[src/rtl/slow_clk_meter_pkg.sv]
// Shared FSM encoding, default timing constants and the period range check.
// Latency: n/a (types/functions only). Backpressure: n/a.
// Used by slow_clk_period_meter; no state lives here.
package slow_clk_meter_pkg;

    typedef enum logic [1:0] {
        ST_IDLE    = 2'd0,
        ST_MEASURE = 2'd1,
        ST_LOCKED  = 2'd2
    } meter_state_t;

    localparam int unsigned DEF_EXPECTED_PERIOD = 1000000;
    localparam int unsigned DEF_TOLERANCE       = 1000;
    localparam int unsigned DEF_TIMEOUT         = 1500000;

    // Inclusive window; written as val+tol >= expected so it never underflows.
    function automatic logic period_in_range(input int unsigned val,
                                             input int unsigned expected,
                                             input int unsigned tol);
        return ((val + tol) >= expected) && (val <= (expected + tol));
    endfunction

endpackage

[src/rtl/sync_edge_detect.sv]
// Synchronizes an asynchronous level and emits a registered 1-cycle pulse per rising edge.
// Latency: STAGES+1 in_clk cycles from input rise to pulse (+/-1 for metastability).
// Backpressure: none; clear only drops the output pulse, the sync chain keeps tracking the input.
module sync_edge_detect #(
    parameter int STAGES = 2
) (
    input  logic in_clk,
    input  logic rst_n,
    input  logic clear,
    input  logic din,
    output logic rise_pulse
);

    logic [STAGES-1:0] sync_q;
    logic              hist_q;

    always_ff @(posedge in_clk or negedge rst_n) begin
        if (!rst_n) begin
            sync_q     <= '0;
            hist_q     <= 1'b0;
            rise_pulse <= 1'b0;
        end else begin
            sync_q     <= {sync_q[STAGES-2:0], din};
            hist_q     <= sync_q[STAGES-1];
            // Keeping the chain alive through clear avoids a false edge when din is already high.
            rise_pulse <= clear ? 1'b0 : (sync_q[STAGES-1] & ~hist_q);
        end
    end

endmodule

[src/rtl/slow_clk_period_meter.sv]
// Measures slow_clk periods in in_clk cycles, tracks lock and loss of clock; SLOW_CLK_PERIOD_AVG_EN adds a 4-sample average.
// Latency: period/period_valid/locked one cycle after rise_pulse; timeout TIMEOUT cycles after the last rise_pulse.
// Backpressure: none; free-running monitor, outputs are registered status consumed at will.
module slow_clk_period_meter
    import slow_clk_meter_pkg::*;
#(
    parameter int          SYNC_STAGES     = 2,
    parameter int          CNT_W           = 21,
    parameter int unsigned EXPECTED_PERIOD = DEF_EXPECTED_PERIOD,
    parameter int unsigned TOLERANCE       = DEF_TOLERANCE,
    parameter int unsigned TIMEOUT         = DEF_TIMEOUT,
    parameter int unsigned LOCK_COUNT      = 4
) (
    input  logic             in_clk,
    input  logic             rst_n,
    input  logic             slow_clk,
    input  logic             clear,
    output logic             rise_pulse,
    output logic [CNT_W-1:0] period,
    output logic             period_valid,
    output logic [CNT_W-1:0] period_avg,
    output logic             locked,
    output logic             timeout
);

    localparam int LK_W = $clog2(LOCK_COUNT + 1);

    meter_state_t     state_q, state_d;
    logic [LK_W-1:0]  lock_q, lock_d;
    logic [CNT_W-1:0] cnt_q;
    logic             rise, to_hit, in_rng, upd, locked_d, timeout_d;

    sync_edge_detect #(.STAGES(SYNC_STAGES)) u_sync (
        .in_clk     (in_clk),
        .rst_n      (rst_n),
        .clear      (clear),
        .din        (slow_clk),
        .rise_pulse (rise_pulse)
    );

    assign rise   = rise_pulse & ~clear;
    // Fires on the cycle the counter would step onto TIMEOUT; a rise that cycle pre-empts it.
    assign to_hit = ~rise && (cnt_q == CNT_W'(TIMEOUT - 1));
    assign in_rng = period_in_range(32'(cnt_q), EXPECTED_PERIOD, TOLERANCE);

    always_ff @(posedge in_clk or negedge rst_n) begin
        if (!rst_n) begin
            cnt_q <= '0;
        end else if (clear) begin
            cnt_q <= '0;
        end else if (rise) begin
            cnt_q <= CNT_W'(1);
        end else if (cnt_q != CNT_W'(TIMEOUT)) begin
            cnt_q <= cnt_q + CNT_W'(1);
        end
    end

    always_comb begin
        state_d   = state_q;
        lock_d    = lock_q;
        locked_d  = locked;
        timeout_d = timeout;
        upd       = 1'b0;
        if (to_hit) begin
            state_d   = ST_IDLE;
            lock_d    = '0;
            locked_d  = 1'b0;
            timeout_d = 1'b1;
        end else if (rise) begin
            case (state_q)
                ST_IDLE: begin
                    state_d   = ST_MEASURE;
                    lock_d    = '0;
                    timeout_d = 1'b0;
                end
                ST_MEASURE: begin
                    upd = 1'b1;
                    if (!in_rng) begin
                        lock_d = '0;
                    end else if (lock_q == LK_W'(LOCK_COUNT - 1)) begin
                        state_d  = ST_LOCKED;
                        lock_d   = LK_W'(LOCK_COUNT);
                        locked_d = 1'b1;
                    end else begin
                        lock_d = lock_q + LK_W'(1);
                    end
                end
                ST_LOCKED: begin
                    upd = 1'b1;
                    if (!in_rng) begin
                        state_d  = ST_MEASURE;
                        lock_d   = '0;
                        locked_d = 1'b0;
                    end
                end
                default: state_d = ST_IDLE;
            endcase
        end
        if (clear) begin
            state_d   = ST_IDLE;
            lock_d    = '0;
            locked_d  = 1'b0;
            timeout_d = 1'b0;
            upd       = 1'b0;
        end
    end

    always_ff @(posedge in_clk or negedge rst_n) begin
        if (!rst_n) begin
            state_q      <= ST_IDLE;
            lock_q       <= '0;
            locked       <= 1'b0;
            timeout      <= 1'b0;
            period_valid <= 1'b0;
            period       <= '0;
        end else begin
            state_q      <= state_d;
            lock_q       <= lock_d;
            locked       <= locked_d;
            timeout      <= timeout_d;
            period_valid <= upd;
            if (clear) begin
                period <= '0;
            end else if (upd) begin
                period <= cnt_q;
            end
        end
    end

`ifdef SLOW_CLK_PERIOD_AVG_EN
    localparam int SUM_W = CNT_W + 2;

    logic [CNT_W-1:0] avg_h0_q, avg_h1_q, avg_h2_q;
    logic [1:0]       avg_fill_q;
    logic [SUM_W-1:0] avg_sum;
    logic             avg_flush;

    assign avg_flush = clear || ((state_d == ST_IDLE) && (state_q != ST_IDLE));
    assign avg_sum   = SUM_W'(cnt_q) + SUM_W'(avg_h0_q) + SUM_W'(avg_h1_q) + SUM_W'(avg_h2_q);

    // The incoming period plus three held samples form the 4-deep window.
    always_ff @(posedge in_clk or negedge rst_n) begin
        if (!rst_n) begin
            avg_h0_q   <= '0;
            avg_h1_q   <= '0;
            avg_h2_q   <= '0;
            avg_fill_q <= '0;
            period_avg <= '0;
        end else if (avg_flush) begin
            avg_h0_q   <= '0;
            avg_h1_q   <= '0;
            avg_h2_q   <= '0;
            avg_fill_q <= '0;
            period_avg <= '0;
        end else if (upd) begin
            avg_h0_q   <= cnt_q;
            avg_h1_q   <= avg_h0_q;
            avg_h2_q   <= avg_h1_q;
            if (avg_fill_q != 2'd3) begin
                avg_fill_q <= avg_fill_q + 2'd1;
            end
            period_avg <= (avg_fill_q == 2'd3) ? avg_sum[SUM_W-1:2] : '0;
        end
    end
`else
    assign period_avg = period;
`endif

endmodule
[config.mk]
export PLATFORM = sky130hd
export DESIGN_NAME = slow_clk_period_meter
export DESIGN_NICKNAME = d
export VERILOG_FILES = /design/src/rtl/slow_clk_meter_pkg.sv /design/src/rtl/sync_edge_detect.sv /design/src/rtl/slow_clk_period_meter.sv
export SDC_FILE = /design/constraint.sdc
export NUM_CORES = 1
export LEC_CHECK = 0
export CORE_MARGIN = 4
export CORE_UTILIZATION = 40
export CTS_CLUSTER_SIZE = 28
export DETAILED_ROUTE_END_ITERATION = 10
export GPL_TIMING_DRIVEN = 0
export PLACE_DENSITY_LB_ADDON = 0.1
export SLEW_MARGIN = 30
export SYNTH_ARGS = -nofsm -noshare
export SYNTH_HDL_FRONTEND = slang
export SYNTH_SLANG_ARGS = --single-unit
[constraint.sdc]
create_clock -name in_clk -period 6.1 [get_ports in_clk]
set_input_delay 0.61 -clock in_clk [delete_from_list [all_inputs] [get_ports in_clk]]
set_output_delay 0.61 -clock in_clk [all_outputs]
set_load 0.03 [all_outputs]
==> impl_metrics.ini, run 1 <==
[sta]
rsz0062_at_grt = false
fmax_achieved_mhz = 300
timing.hold.ws_ns = 0.146
final_min_period_over_clock_period_pct = 54.6
setup_violations = 0
final_hold_viol_count = 0
slew_headroom_pct = 58.6
finalCriticalPeriod_ns = 3.33
finalSetupTns_ns = 0
worst_clock_skew_ns = 0.0140
slew_viol_final = 0
worst_slew_pin_slew_ns = 0.617

[detailed_routing]
drcViolationCount = 0
via_count = 2610
routedWlPerCell_um = 15.4
drt-pass1-iter-count = 4
wirelength_um = 7770
detail_route.iter0.violations = 153
antenna_violating_nets_post_route = 0
detail_route.vias_per_cell = 5.17

[grt]
via_count_of_the_first_global_routing_pass = 2564
wire_length_of_the_first_global_routing_pass_um = 13200
grt_max_degree = 40
globalRoute.totalOverflow = 0
global_route.usage.total_pct = 17.1
number_of_antenna_violations_at_the_first_check_in_global_routing = 0

[finish]
layout-drive-gt1-share_pct = 12.2
final_common_cell = dfrtp_1
layout.nets = 417
antennaDiodeCount = 0
register_area_um2 = 1350
syn2layout_area_growth_pct = 22.9
multi_input_area_um2 = 1490
finalCoreUtilization_pct = 50.4
fill_cells = 753
final_cell_mix = dfrtp_1 (54), clkdlybuf4s50_1 (48), nand2_1 (44)

[clock_network]
htreeDepth = 2
cts.hold.buffers_added = 0
cts_buffer_depth = 2
clock_sinks = 54
insertion_delay_of_the_later_clocked_pin_in_the_worst_skew_pair_ns = 0.32
cts_resized = 0
tritoncts.num_buffers = 5
tritoncts_clock_tree = yes
worst_setup_hold_path_clk_slew_ns = 0.11
clk_root_buffer_cell = clkbuf_8
cts_post_setup_buffers_inserted = 0

[worst_setup_path]
critical_path.endpoint_type = register
regToRegStartpoint = cnt_q[3]
critical_path_arrival_ns = 3.55
path_max_fanout = 9
critical_path.startpoint = cnt_q[3]
ff2ff_setup_slack_ns = 2.77
worstRegToRegCells = 9
critPathRequiredTime_ns = 6.32
reg_to_reg_end = locked
crit_type = register to register
cp-endpoint = locked
start_kind = register

[logic_synthesis]
synthesized_cell_area_um2 = 3150
dominant_register_cell_in_the_synthesized_netlist = dfrtp_1
synth_fp_nets = 360
register_bit_total_from_synthesis = 54
async_set_or_reset_register_ratio_after_synthesis_pct = 100
avgSynthCellArea_um2 = 9.14
distinct_cell_type_count_of_the_synthesized_netlist = 52
synth_top_cell_by_area = dfrtp_1
synth-edff-count = 0
post_synth_inst_count = 345
post_synth_main_area_contributors = dfrtp_1 (43%), nand3b_1 (5.5%), nand2_1 (5.2%)
yosysWarningCount = 0
synth.yosys.seq_area_share_pct = 42.9
synth.top_cell.area_share_pct = 42.9

[worst_hold_path]
type_of_the_tightest_min_delay_check = input port to asynchronous set/reset pin

[floorplan]
floorplan.die_area_um2 = 9370
fp.coreArea_um2 = 7690
starting_density_of_the_core_pct = 41.0
die_y_um = 96.8
die_x_um = 96.8
row_count = 32
ios = 50

[status]
status = completed

[placement]
detailed_place_hpwl_um = 5720
numPortBuffers = 49
place_congestion = 0.895

[power_and_ir_drop]
p_per_area_nw_per_um2 = 157
power_leakage_nw = 1.65
vdd_ir_drop_max_v = 0.0000898

[job]
drv.max_cap_violation_count = 0
-- kinds of logic after synthesis --
family	after synthesis	share of synthesized area, %
adders and majority gates	11	4.37
AOI/OAI and AO/OA	54	11.5
and+or+nand+nor	148	25.4
xor gates and xnor gates	16	4.44
muxes	4	1.43
buffers and inverters	58	9.96
DFF	54	42.9
-- per-layer routing --
layer	wire length, um	track usage, %	up-vias
met3	251	2.38	8
met2	3700	28.3	53
met1	3730	23.4	1261
met5	0	0	-
li1	-	-	1288
met4	77	4.64	0
-- worst max-delay path: stages, from the launching register on --
cell       delay [ns]
dfrtp_1          0.49
ha_1             0.24
clkbuf_1         0.22
o21ai_0          0.18
or4b_1           0.43
and3_1           0.19
o41ai_2          0.51
a2111oi_1        0.22
or4b_1           0.54
a31o_1           0.23
-- flip-flops by register name, indices dropped and copies added (netlist names) --
signal and count:
cnt_q 21, period 21, lock_q 3, state_q 2, u_sync.sync_q 2, locked 1
period_valid 1, timeout 1, u_sync.hist_q 1, u_sync.rise_pulse 1
-- cells in the mapped netlist, types with 2 or more instances --
library cell and n:
buf_6 2, or4b_1 3, buf_1 3, nor3_1 6, clkbuf_1 16, nor3b_1 3, xnor2_1 8, buf_4 21
mux2_2 4, ha_1 11, nand2b_1 2, buf_2 2, xor2_1 8, a21oi_1 14, nand4_1 5, a311oi_1 2
dfrtp_1 54, or3_1 5, a31oi_1 2, nand3_1 13, o22ai_1 2, nor4b_1 2, o21ai_0 19, nor2_1 25
inv_1 14, nand3b_1 23, nor4_1 5, or3_4 2, o211ai_1 2, nand2_1 44, or2_2 2
-- worst min-delay path by stage --
stage	slack, ns	startpoint	to
4_1_cts	0.15	rst_n	cnt_q[15]
3_3_place_gp	0.34	u_sync.sync_q[0]	u_sync.sync_q[1]
6_report	0.15	rst_n	cnt_q[15]
5_1_grt	0.15	rst_n	cnt_q[15]
2_1_floorplan	0.31	rst_n	cnt_q[0]
3_5_place_dp	0.34	u_sync.sync_q[0]	u_sync.sync_q[1]
-- metrics by stage --
stage / worst slack, ns / cell area, um2 / power (W) / cells
3_3_place_gp: 2.67 / 3770 / 0.000408 / 496
2_1_floorplan: 3.11 / 3150 / 0.000391 / 345
3_5_place_dp: 2.76 / 3790 / 0.000410 / 497
6_report: 2.77 / 3870 / 0.000606 / 505
4_1_cts: 2.73 / 3870 / 0.000615 / 505
5_1_grt: 2.51 / 3870 / 0.000635 / 505
-- area by class of cell --
class	count	share of cell area [%]
Tap cell	102	3.29
Sequential cell	54	34.9
Clock buffer	6	1.87
Buffer	44	6.75
Clock inverter	2	0.355
Timing Repair Buffer	50	13.1
Multi-Input combinational cell	233	38.4
Inverter	14	1.36
-- where the power goes --
part	total (W)	switching [W]	internal, W
combinational	0.0000376	0.0000239	0.0000137
clock	0.000204	0.000123	0.0000815
sequential	0.000364	0.00000328	0.000361
Power figures use the tool's default switching activity.
==> run 2: changes to the inputs <==
clock period = 2.9 ns   (was 6.1 ns; I/O delays follow)
==> impl_metrics.ini, run 2 (synthesized netlist as in run 1, its figures left out) <==
[sta]
finalCriticalPeriod_ns = 2.84
finalSetupTns_ns = 0
rsz0062_at_grt = true
worst_clock_skew_ns = 0.0118
setup_violations = 0
final_min_period_over_clock_period_pct = 98.0
slew_viol_final = 0
slew_headroom_pct = 56.2
fmax_achieved_mhz = 352
final_hold_viol_count = 0
worst_slew_pin_slew_ns = 0.652

[floorplan]
die_x_um = 96.8
fp.coreArea_um2 = 7690
starting_density_of_the_core_pct = 41.0
ios = 50
die_y_um = 96.8
row_count = 32
floorplan.die_area_um2 = 9370

[finish]
syn2layout_area_growth_pct = 27.2
register_area_um2 = 1350
final_cell_mix = dfrtp_1 (52), clkdlybuf4s50_1 (48), nand2_1 (44)
reg_top3 = cnt_q (21), period (21), lock_q (3)
antennaDiodeCount = 0
fill_cells = 733
final_common_cell = dfrtp_1
layout.nets = 418
finalCoreUtilization_pct = 52.2
multi_input_area_um2 = 1580
layout-drive-gt1-share_pct = 17.1

[clock_network]
tritoncts_clock_tree = yes
worst_setup_hold_path_clk_slew_ns = 0.10
insertion_delay_of_the_later_clocked_pin_in_the_worst_skew_pair_ns = 0.32
tritoncts.num_buffers = 5
clock_sinks = 54
clk_root_buffer_cell = clkbuf_8
htreeDepth = 2
cts_buffer_depth = 2

[power_and_ir_drop]
vdd_ir_drop_max_v = 0.000194
p_per_area_nw_per_um2 = 327
power_leakage_nw = 1.70

[worst_setup_path]
crit_slowest_cell = dfrtp_2
path_cells = buf_6 > a211o_4 > or3_4 > a21oi_4 > o221ai_4 > a211oi_4 > a21boi_2 > or4b_1 > a31o_1
critical_path.startpoint = cnt_q[3]
path_max_fanout = 6
start_kind = register
worst_path_largest_cell_delay_ns = 0.48
critical_path_arrival_ns = 3.05
critPathRequiredTime_ns = 3.11
regToRegStartpoint = cnt_q[3]
crit_type = register to register
critical_path.endpoint_type = register

[detailed_routing]
drt-pass1-iter-count = 4
antenna_violating_nets_post_route = 0
routedWlPerCell_um = 15.0
drcViolationCount = 0
wirelength_um = 7580
via_count = 2574
detail_route.vias_per_cell = 5.09
detail_route.iter0.violations = 105

[grt]
grt_max_degree = 32
via_count_of_the_first_global_routing_pass = 2464
global_route.usage.total_pct = 15.9
number_of_antenna_violations_at_the_first_check_in_global_routing = 0
globalRoute.totalOverflow = 0
wire_length_of_the_first_global_routing_pass_um = 12400

[job]
drv.max_cap_violation_count = 0

[worst_hold_path]
holdCritStartpoint = u_sync.sync_q[0]
type_of_the_tightest_min_delay_check = register to register

[placement]
place_congestion = 0.885
detailed_place_hpwl_um = 5510
numPortBuffers = 49

[status]
status = completed
-- run 2: cell types whose count changed in the layout (fill, tap and decap cells not counted), sizes merged --
cell	before	now
clkinvlp	0	1
buf	30	36
dlygate4sd3	0	1
clkinv	2	0
inv	14	15
clkbuf	22	16
-- run 2: timing repair --
action,4_1_cts,5_1_grt
gates resized for setup,6,14
endpoints found under the hold margin,23,0
pin swaps,1,9
buffers inserted,1,5
setup endpoints to repair,6,6
cloned,0,0
hold buffers,1,0
-- run 2: final timing paths --
kind	to	depth (start not counted)	slack, ns
worst min register to register	u_sync.sync_q[1]	0	0.37
min in group asynchronous	period_valid	2	0.40
worst max register to register	locked	9	0.06
max in group asynchronous	cnt_q[4]	3	2.02
worst min-delay path	u_sync.sync_q[1]	0	0.37
worst max-delay path	locked	9	0.06
-- run 2: power breakdown --
part / leakage, nW / internal [W] / switching, W
sequential: 0.741 / 0.000760 / 0.00000713
clock: 0.0478 / 0.000197 / 0.000263
combinational: 0.914 / 0.0000319 / 0.0000519
-- run 2: cell type report --
class / count / area share (%)
buffer: 38 / 5.83
clock buffer: 6 / 2.06
clock inverter: 2 / 0.406
inverter: 14 / 1.31
multi-input combinational: 233 / 39.3
sequential: 54 / 33.8
tap: 102 / 3.18
timing repair buffer: 57 / 14.1
-- run 2: critical path: cells and delay by family (launching register included) --
kind	cells	cell delay [ns]
AOI/OAI and AO/OA	6	1.28
and+or+nand+nor	2	0.83
DFF	1	0.48
buffers and inverters	1	0.14
-- run 2: stage by stage --
stage	instances	worst slack [ns]	total power [W]	cell area [um2]	hold WS, ns
2_1_floorplan	345	0.0775	0.000822	3160	-0.00559
3_3_place_gp	496	-0.181	0.000857	3780	0.345
3_5_place_dp	497	-0.162	0.000861	3800	0.221
4_1_cts	505	-0.0502	0.00132	3920	0.371
5_1_grt	506	-0.0510	0.00137	4010	0.383
6_report	506	0.0585	0.00131	4010	0.368
-- run 2: layer usage --
layer / routed length [um] / GRT usage [%] / part of all wire [%]
met5: 0 / 0 / 0
met4: 120 / 4.54 / 1.6
met3: 294 / 2.81 / 3.9
met2: 3640 / 26.5 / 48
met1: 3520 / 21.3 / 46
